`config.mk`:
```
export PLATFORM = sky130hd
export DESIGN_NAME = muldiv_unit
export DESIGN_NICKNAME = d
export VERILOG_FILES = /design/src/rtl/muldiv_unit.sv
export SDC_FILE = /design/constraint.sdc
export NUM_CORES = 1
export LEC_CHECK = 0
export ABC_AREA = 0
export CAP_MARGIN = 20
export CORE_MARGIN = 2
export CORE_UTILIZATION = 33
export CTS_CLUSTER_SIZE = 24
export DETAILED_ROUTE_END_ITERATION = 12
export GPL_TIMING_DRIVEN = 1
export PLACE_DENSITY_LB_ADDON = 0.25
export SLEW_MARGIN = 20
export SYNTH_ARGS = -nofsm -noshare
export SYNTH_HDL_FRONTEND = slang
export SYNTH_SLANG_ARGS = --single-unit
```
`constraint.sdc`:
```
create_clock -name clk -period 4.5 [get_ports clk]
set_input_delay 0.675 -clock clk [delete_from_list [all_inputs] [get_ports clk]]
set_output_delay 0.675 -clock clk [all_outputs]
set_load 0.05 [all_outputs]
```
`src/rtl/muldiv_unit.sv`:
```
// rtl/muldiv_unit.sv - iterative multiply/divide unit holding the HI/LO result pair
//
// Computes one bit per cycle. Multiply uses shift-add and divide uses
// restoring division. Signed operations work on operand magnitudes, and the
// FIX state applies the sign correction. HI/LO can also be loaded directly
// with MTHI/MTLO while the unit is idle.
//
// Ports:
//   clk    - clock, all state changes on posedge
//   rst_n  - synchronous active-low reset
//   start  - operation request, sampled only in IDLE
//   op     - 00 MULT, 01 MULTU, 10 DIV, 11 DIVU
//   busA   - multiplicand / dividend, latched at start
//   busB   - multiplier / divisor, latched at start
//   mthi   - write wdata to HI (idle only, start=0)
//   mtlo   - write wdata to LO (idle only, start=0)
//   wdata  - data for mthi/mtlo
//   busy   - high while in RUN or FIX
//   done   - one-cycle pulse when new HI/LO become visible
//   hi     - HI register (product upper half / remainder)
//   lo     - LO register (product lower half / quotient)
module muldiv_unit #(
  parameter int WIDTH = 32
) (
  input  logic             clk,
  input  logic             rst_n,
  input  logic             start,
  input  logic [1:0]       op,
  input  logic [WIDTH-1:0] busA,
  input  logic [WIDTH-1:0] busB,
  input  logic             mthi,
  input  logic             mtlo,
  input  logic [WIDTH-1:0] wdata,
  output logic             busy,
  output logic             done,
  output logic [WIDTH-1:0] hi,
  output logic [WIDTH-1:0] lo
);

  localparam int CW = $clog2(WIDTH);

  typedef enum logic [1:0] {
    S_IDLE = 2'd0,
    S_RUN  = 2'd1,
    S_FIX  = 2'd2
  } state_t;

  state_t             state;
  logic [CW-1:0]      cnt;
  logic               is_div;   // latched op[1]
  logic               neg_a;    // dividend/multiplicand was negative (signed ops only)
  logic               neg_b;
  logic               div_zero;
  logic [WIDTH-1:0]   a_raw;    // raw dividend, returned in HI on divide by zero
  logic [WIDTH-1:0]   opnd;     // multiplicand magnitude (mul) or divisor magnitude (div)
  // Shared accumulator. Mul: running product with the multiplier shifting out
  // of the low end. Div: {remainder, dividend/quotient}.
  logic [2*WIDTH-1:0] acc;

  logic               start_signed;
  logic [WIDTH-1:0]   a_mag;
  logic [WIDTH-1:0]   b_mag;
  logic [WIDTH:0]     mul_sum;
  logic [WIDTH:0]     div_shl;
  logic [WIDTH:0]     div_diff;
  logic [2*WIDTH-1:0] acc_next;
  logic [2*WIDTH-1:0] prod_fixed;
  logic [WIDTH-1:0]   quo_fixed;
  logic [WIDTH-1:0]   rem_fixed;

  always_comb begin
    start_signed = ~op[0];
    a_mag = (start_signed && busA[WIDTH-1]) ? -busA : busA;
    b_mag = (start_signed && busB[WIDTH-1]) ? -busB : busB;

    mul_sum  = {1'b0, acc[2*WIDTH-1:WIDTH]} + (acc[0] ? {1'b0, opnd} : {(WIDTH+1){1'b0}});
    // Restoring step: shift the next dividend bit into the remainder and
    // subtract if the divisor fits. A remainder below the divisor fits in WIDTH+1 bits.
    div_shl  = {acc[2*WIDTH-1:WIDTH], acc[WIDTH-1]};
    div_diff = div_shl - {1'b0, opnd};

    acc_next = acc;
    if (!is_div) begin
      acc_next = {mul_sum, acc[WIDTH-1:1]};
    end else if (!div_diff[WIDTH]) begin
      acc_next = {div_diff[WIDTH-1:0], acc[WIDTH-2:0], 1'b1};
    end else begin
      acc_next = {div_shl[WIDTH-1:0], acc[WIDTH-2:0], 1'b0};
    end

    prod_fixed = (neg_a ^ neg_b) ? -acc : acc;
    quo_fixed  = (neg_a ^ neg_b) ? -acc[WIDTH-1:0] : acc[WIDTH-1:0];
    rem_fixed  = neg_a ? -acc[2*WIDTH-1:WIDTH] : acc[2*WIDTH-1:WIDTH];
  end

  always_ff @(posedge clk) begin
    if (!rst_n) begin
      state    <= S_IDLE;
      cnt      <= '0;
      is_div   <= 1'b0;
      neg_a    <= 1'b0;
      neg_b    <= 1'b0;
      div_zero <= 1'b0;
      a_raw    <= '0;
      opnd     <= '0;
      acc      <= '0;
      busy     <= 1'b0;
      done     <= 1'b0;
      hi       <= '0;
      lo       <= '0;
    end else begin
      done <= 1'b0;
      case (state)
        S_IDLE: begin
          if (start) begin
            state    <= S_RUN;
            busy     <= 1'b1;
            cnt      <= '0;
            is_div   <= op[1];
            neg_a    <= start_signed & busA[WIDTH-1];
            neg_b    <= start_signed & busB[WIDTH-1];
            div_zero <= op[1] && (busB == '0);
            a_raw    <= busA;
            opnd     <= op[1] ? b_mag : a_mag;
            acc      <= {{WIDTH{1'b0}}, (op[1] ? a_mag : b_mag)};
          end else begin
            if (mthi) hi <= wdata;
            if (mtlo) lo <= wdata;
          end
        end
        S_RUN: begin
          acc <= acc_next;
          cnt <= cnt + CW'(1);
          if (cnt == CW'(WIDTH - 1)) state <= S_FIX;
        end
        S_FIX: begin
          state <= S_IDLE;
          busy  <= 1'b0;
          done  <= 1'b1;
          if (!is_div) begin
            hi <= prod_fixed[2*WIDTH-1:WIDTH];
            lo <= prod_fixed[WIDTH-1:0];
          end else if (div_zero) begin
            hi <= a_raw;
            lo <= '1;
          end else begin
            hi <= rem_fixed;
            lo <= quo_fixed;
          end
        end
        default: begin
          state <= S_IDLE;
          busy  <= 1'b0;
        end
      endcase
    end
  end

endmodule

```
==> impl_results.md <==
- Class of the worst hold path: flip-flop to flip-flop
- # DRC: 0
- # hold bufs at CTS: 0
- FFs w/ async S/R, synth: 0%
- CP max stage cell: dfxtp_1
- Number of global-route vias before repair: between 15000 and 20000
- Reg clk slew, reported paths: roughly 0.070 ns
- WP data required: 4.91 ns
- Cell Area, Placed: 19000 µm²
- Antenna viol nets, final: 0
- Starting Density: about a third
- Mapped cell area: around 17000 µm²
- DIE HEIGHT: approximately 230 µm
- Leak: 7.54 nW
- Highest Clock Rate: 243 MHz
- Gate Count Post-Synth: 2323
- Via density: 5.89
- Fin cells: between 3000 and 4000
- Worst r2r path cells: 12
- PD cells: 311 nW/µm²
- Routed wire length: ~71000 µm
- Data arrival, critical path: ~4.5 ns
- Placed cell count: about 3000
- Clock Tree Buf Depth: 3
- Worst r2r dst: acc[49]$_SDFFE_PN0P_
- Final setup viols: 0
- Layout Skew: approximately 0.010 ns
- Cell taking the most area after synthesis: dfxtp_1
- RR Startpoint: acc[32]$_SDFFE_PN0P_
- Ant diodes: 0
- Routed WL per cell: 23.2 µm
- CTS tree: built
- Max-cap viol count: 0
- Outcome: finished clean
- Fin Setup TNS: 0 ns
- Worst rel slew slack: 27.8%
- Nets@finish: between 2000 and 3000
- Area Growth Syn to Fin: 18.0%
- Critical setup path kind: flip-flop to flip-flop
- DP Wirelength: 55200 µm
- Root buffer cell: clkbuf_16
- Design area: 19900 µm²
- Top FF cell, synth: dfxtp_1
- Syn_nets: between 2000 and 2500
- H-Tree Depth: 1
- Core ar.: 50400 µm²
- CP max stage delay: just under 0.5 ns
- Initial DRC count: around 2000
- Slew Limit Fails: 0
- Clk sinks: 205
- Netlist cell types: between 80 and 90
- #FFs+latches synth: a little over 200
- Reg2reg setup slack: 0.39 ns
- Crit. End Element: flip-flop
- Initial antenna violation count: 1
- Rows: 82
- Vias post-DR: around 18000
- Routability congestion estimate: between 0.9 and 1
- Io pins: 169
- Sequential fraction of the synthesis area: 24.3%
- Synthesized area per cell: about 7.3 µm²
- CP Launch Type: flip-flop
- Layout cells sized above 1: 6.50%
- Largest net degree at the start of global routing: 100
- Crit path to: acc[49]$_SDFFE_PN0P_
- Worst Setup SP: acc[32]$_SDFFE_PN0P_
- First-pass GRT wire length: between 100000 and 150000 µm
- Post-CTS setup buffer count: 0
- Post-synth EDFFs: 0
- Worst VDD drop: 0.278 mV
- DIE WIDTH: 230 µm
- RSZ-0062 raised after global routing: false
- Critical Path Fanout Max: 16
- Drt first pass iters: 6
- Die Area: 53000 µm²
- Worst-Margin Slew: 1.08 ns
- Num CTS Buffers: 27
- Syn. warnings: 0
- Port-buffer cells: 168
- Count leader, synth: nand2_1
- GRT Total Usage: 25.8%
- Final Cycle Share: 91.3%
- Grt total ovfl: 0
- Worst skew pair latency: 0.57 ns
- Hold Vio Cnt, Final: 0
- CP Cell Sequence: inv_1 -> fa_1 -> nand2b_1 -> a21o_1 -> a211oi_1 -> o2111ai_1 -> a21boi_0 -> or3_1 -> nand3_2 -> buf_12 -> mux2i_1 -> o221ai_1
- Commonest cells in the netlist: nand2_1, a21oi_1, dfxtp_1
- Share of the synthesized area in the top cell type: 24.3%
- Post-CTS sizing: 0
- Post-route minimum period: roughly 4 ns
- Ranking of synthesized cells by area: dfxtp_1, a21oi_1, nand2_1, xnor2_1, ha_1
## worst min-delay path by stage
stage	from	to	slack, ns	cells past startpoint
CTS	opnd[22]$_SDFFE_PN0P_	opnd[22]$_SDFFE_PN0P_	0.45	2
finish	opnd[22]$_SDFFE_PN0P_	opnd[22]$_SDFFE_PN0P_	0.45	2
global route	lo[24]$_SDFFE_PN0P_	lo[24]$_SDFFE_PN0P_	0.47	2
detailed placement	lo[26]$_SDFFE_PN0P_	lo[26]$_SDFFE_PN0P_	0.45	2
floorplan	opnd[10]$_SDFFE_PN0P_	opnd[10]$_SDFFE_PN0P_	0.43	2
global placement	lo[21]$_SDFFE_PN0P_	lo[21]$_SDFFE_PN0P_	0.44	2
## cells by family after synthesis
logic type | after synthesis | synth area share, %
flops | 205 | 24.3
compound gates | 770 | 28.5
simple gates | 755 | 20.8
xor+xnor | 194 | 10.1
mux | 66 | 3.95
buf+inv | 261 | 7.05
fa+ha+maj | 72 | 5.42
## layout make-up
cell class	count	area, µm²
Clock buffer	32	734
Clock inverter	17	179
Inverter	77	292
Sequential cell	205	4110
Timing Repair Buffer	226	2140
Tap cell	672	841
Multi-Input combinational cell	1857	11600
Fill cell	5163	30400
## critical path: cells and delay by family (launching register included)
family | cells | cell delay [ns]
muxes | 1 | 0.16
AOI/OAI and AO/OA | 5 | 1.37
DFF | 1 | 0.49
and+or+nand+nor | 3 | 0.87
adders and majority gates | 1 | 0.47
buffers and inverters | 2 | 0.58
## metrics by stage
stage / worst slack [ns] / power, W / hold slack, ns / util [%]
6_report: 0.389 / 0.00621 / 0.453 / 39.6
5_1_grt: 0.143 / 0.00643 / 0.471 / 39.6
4_1_cts: 0.458 / 0.00618 / 0.454 / 39.5
3_5_place_dp: 0.484 / 0.00395 / 0.445 / 37.7
3_3_place_gp: 0.678 / 0.00394 / 0.443 / 37.7
2_1_floorplan: 1.38 / 0.00328 / 0.432 / -
## registers in the layout, summed over array words and instances (netlist names)
signal,count
acc,64
a_raw,32
hi,32
lo,32
opnd,32
cnt,5
state,2
busy,1
div_zero,1
done,1
is_div,1
neg_a,1
neg_b,1
## power by group
| group | leakage, nW | total [W] | internal (W) | switching [W] |
|---|---|---|---|---|
| sequential | 1.68 | 0.00209 | 0.00193 | 0.000158 |
| combinational | 5.43 | 0.00188 | 0.000686 | 0.00120 |
| clock | 0.430 | 0.00224 | 0.00129 | 0.000951 |
## placed cells by master, fill, tap and decap left out, drive strengths merged, types with 46 or more instances in the layout
| cell | Yosys | final |
|---|---|---|
| nor2 | 175 | 175 |
| o21ai | 157 | 157 |
| nand2 | 324 | 324 |
| buf | 31 | 60 |
| o211ai | 53 | 53 |
| o221ai | 46 | 46 |
| ha | 70 | 70 |
| dfxtp | 205 | 205 |
| nor3 | 56 | 56 |
| a21oi | 280 | 280 |
| xnor2 | 110 | 110 |
| mux2i | 61 | 61 |
| inv | 75 | 77 |
| xor2 | 84 | 84 |
| clkdlybuf4s50 | 1 | 166 |
## routing by layer
layer	global-route usage, %	wire length (µm)	vias to the layer above	part of all wire [%]
met2	40.0	31000	911	43
met5	0	0	-	0
li1	-	-	8491	-
met3	4.29	6160	110	8.6
met1	37.0	32400	8679	45
met4	6.05	1880	0	2.6
Note: power is estimated with default switching activity, not from simulation.
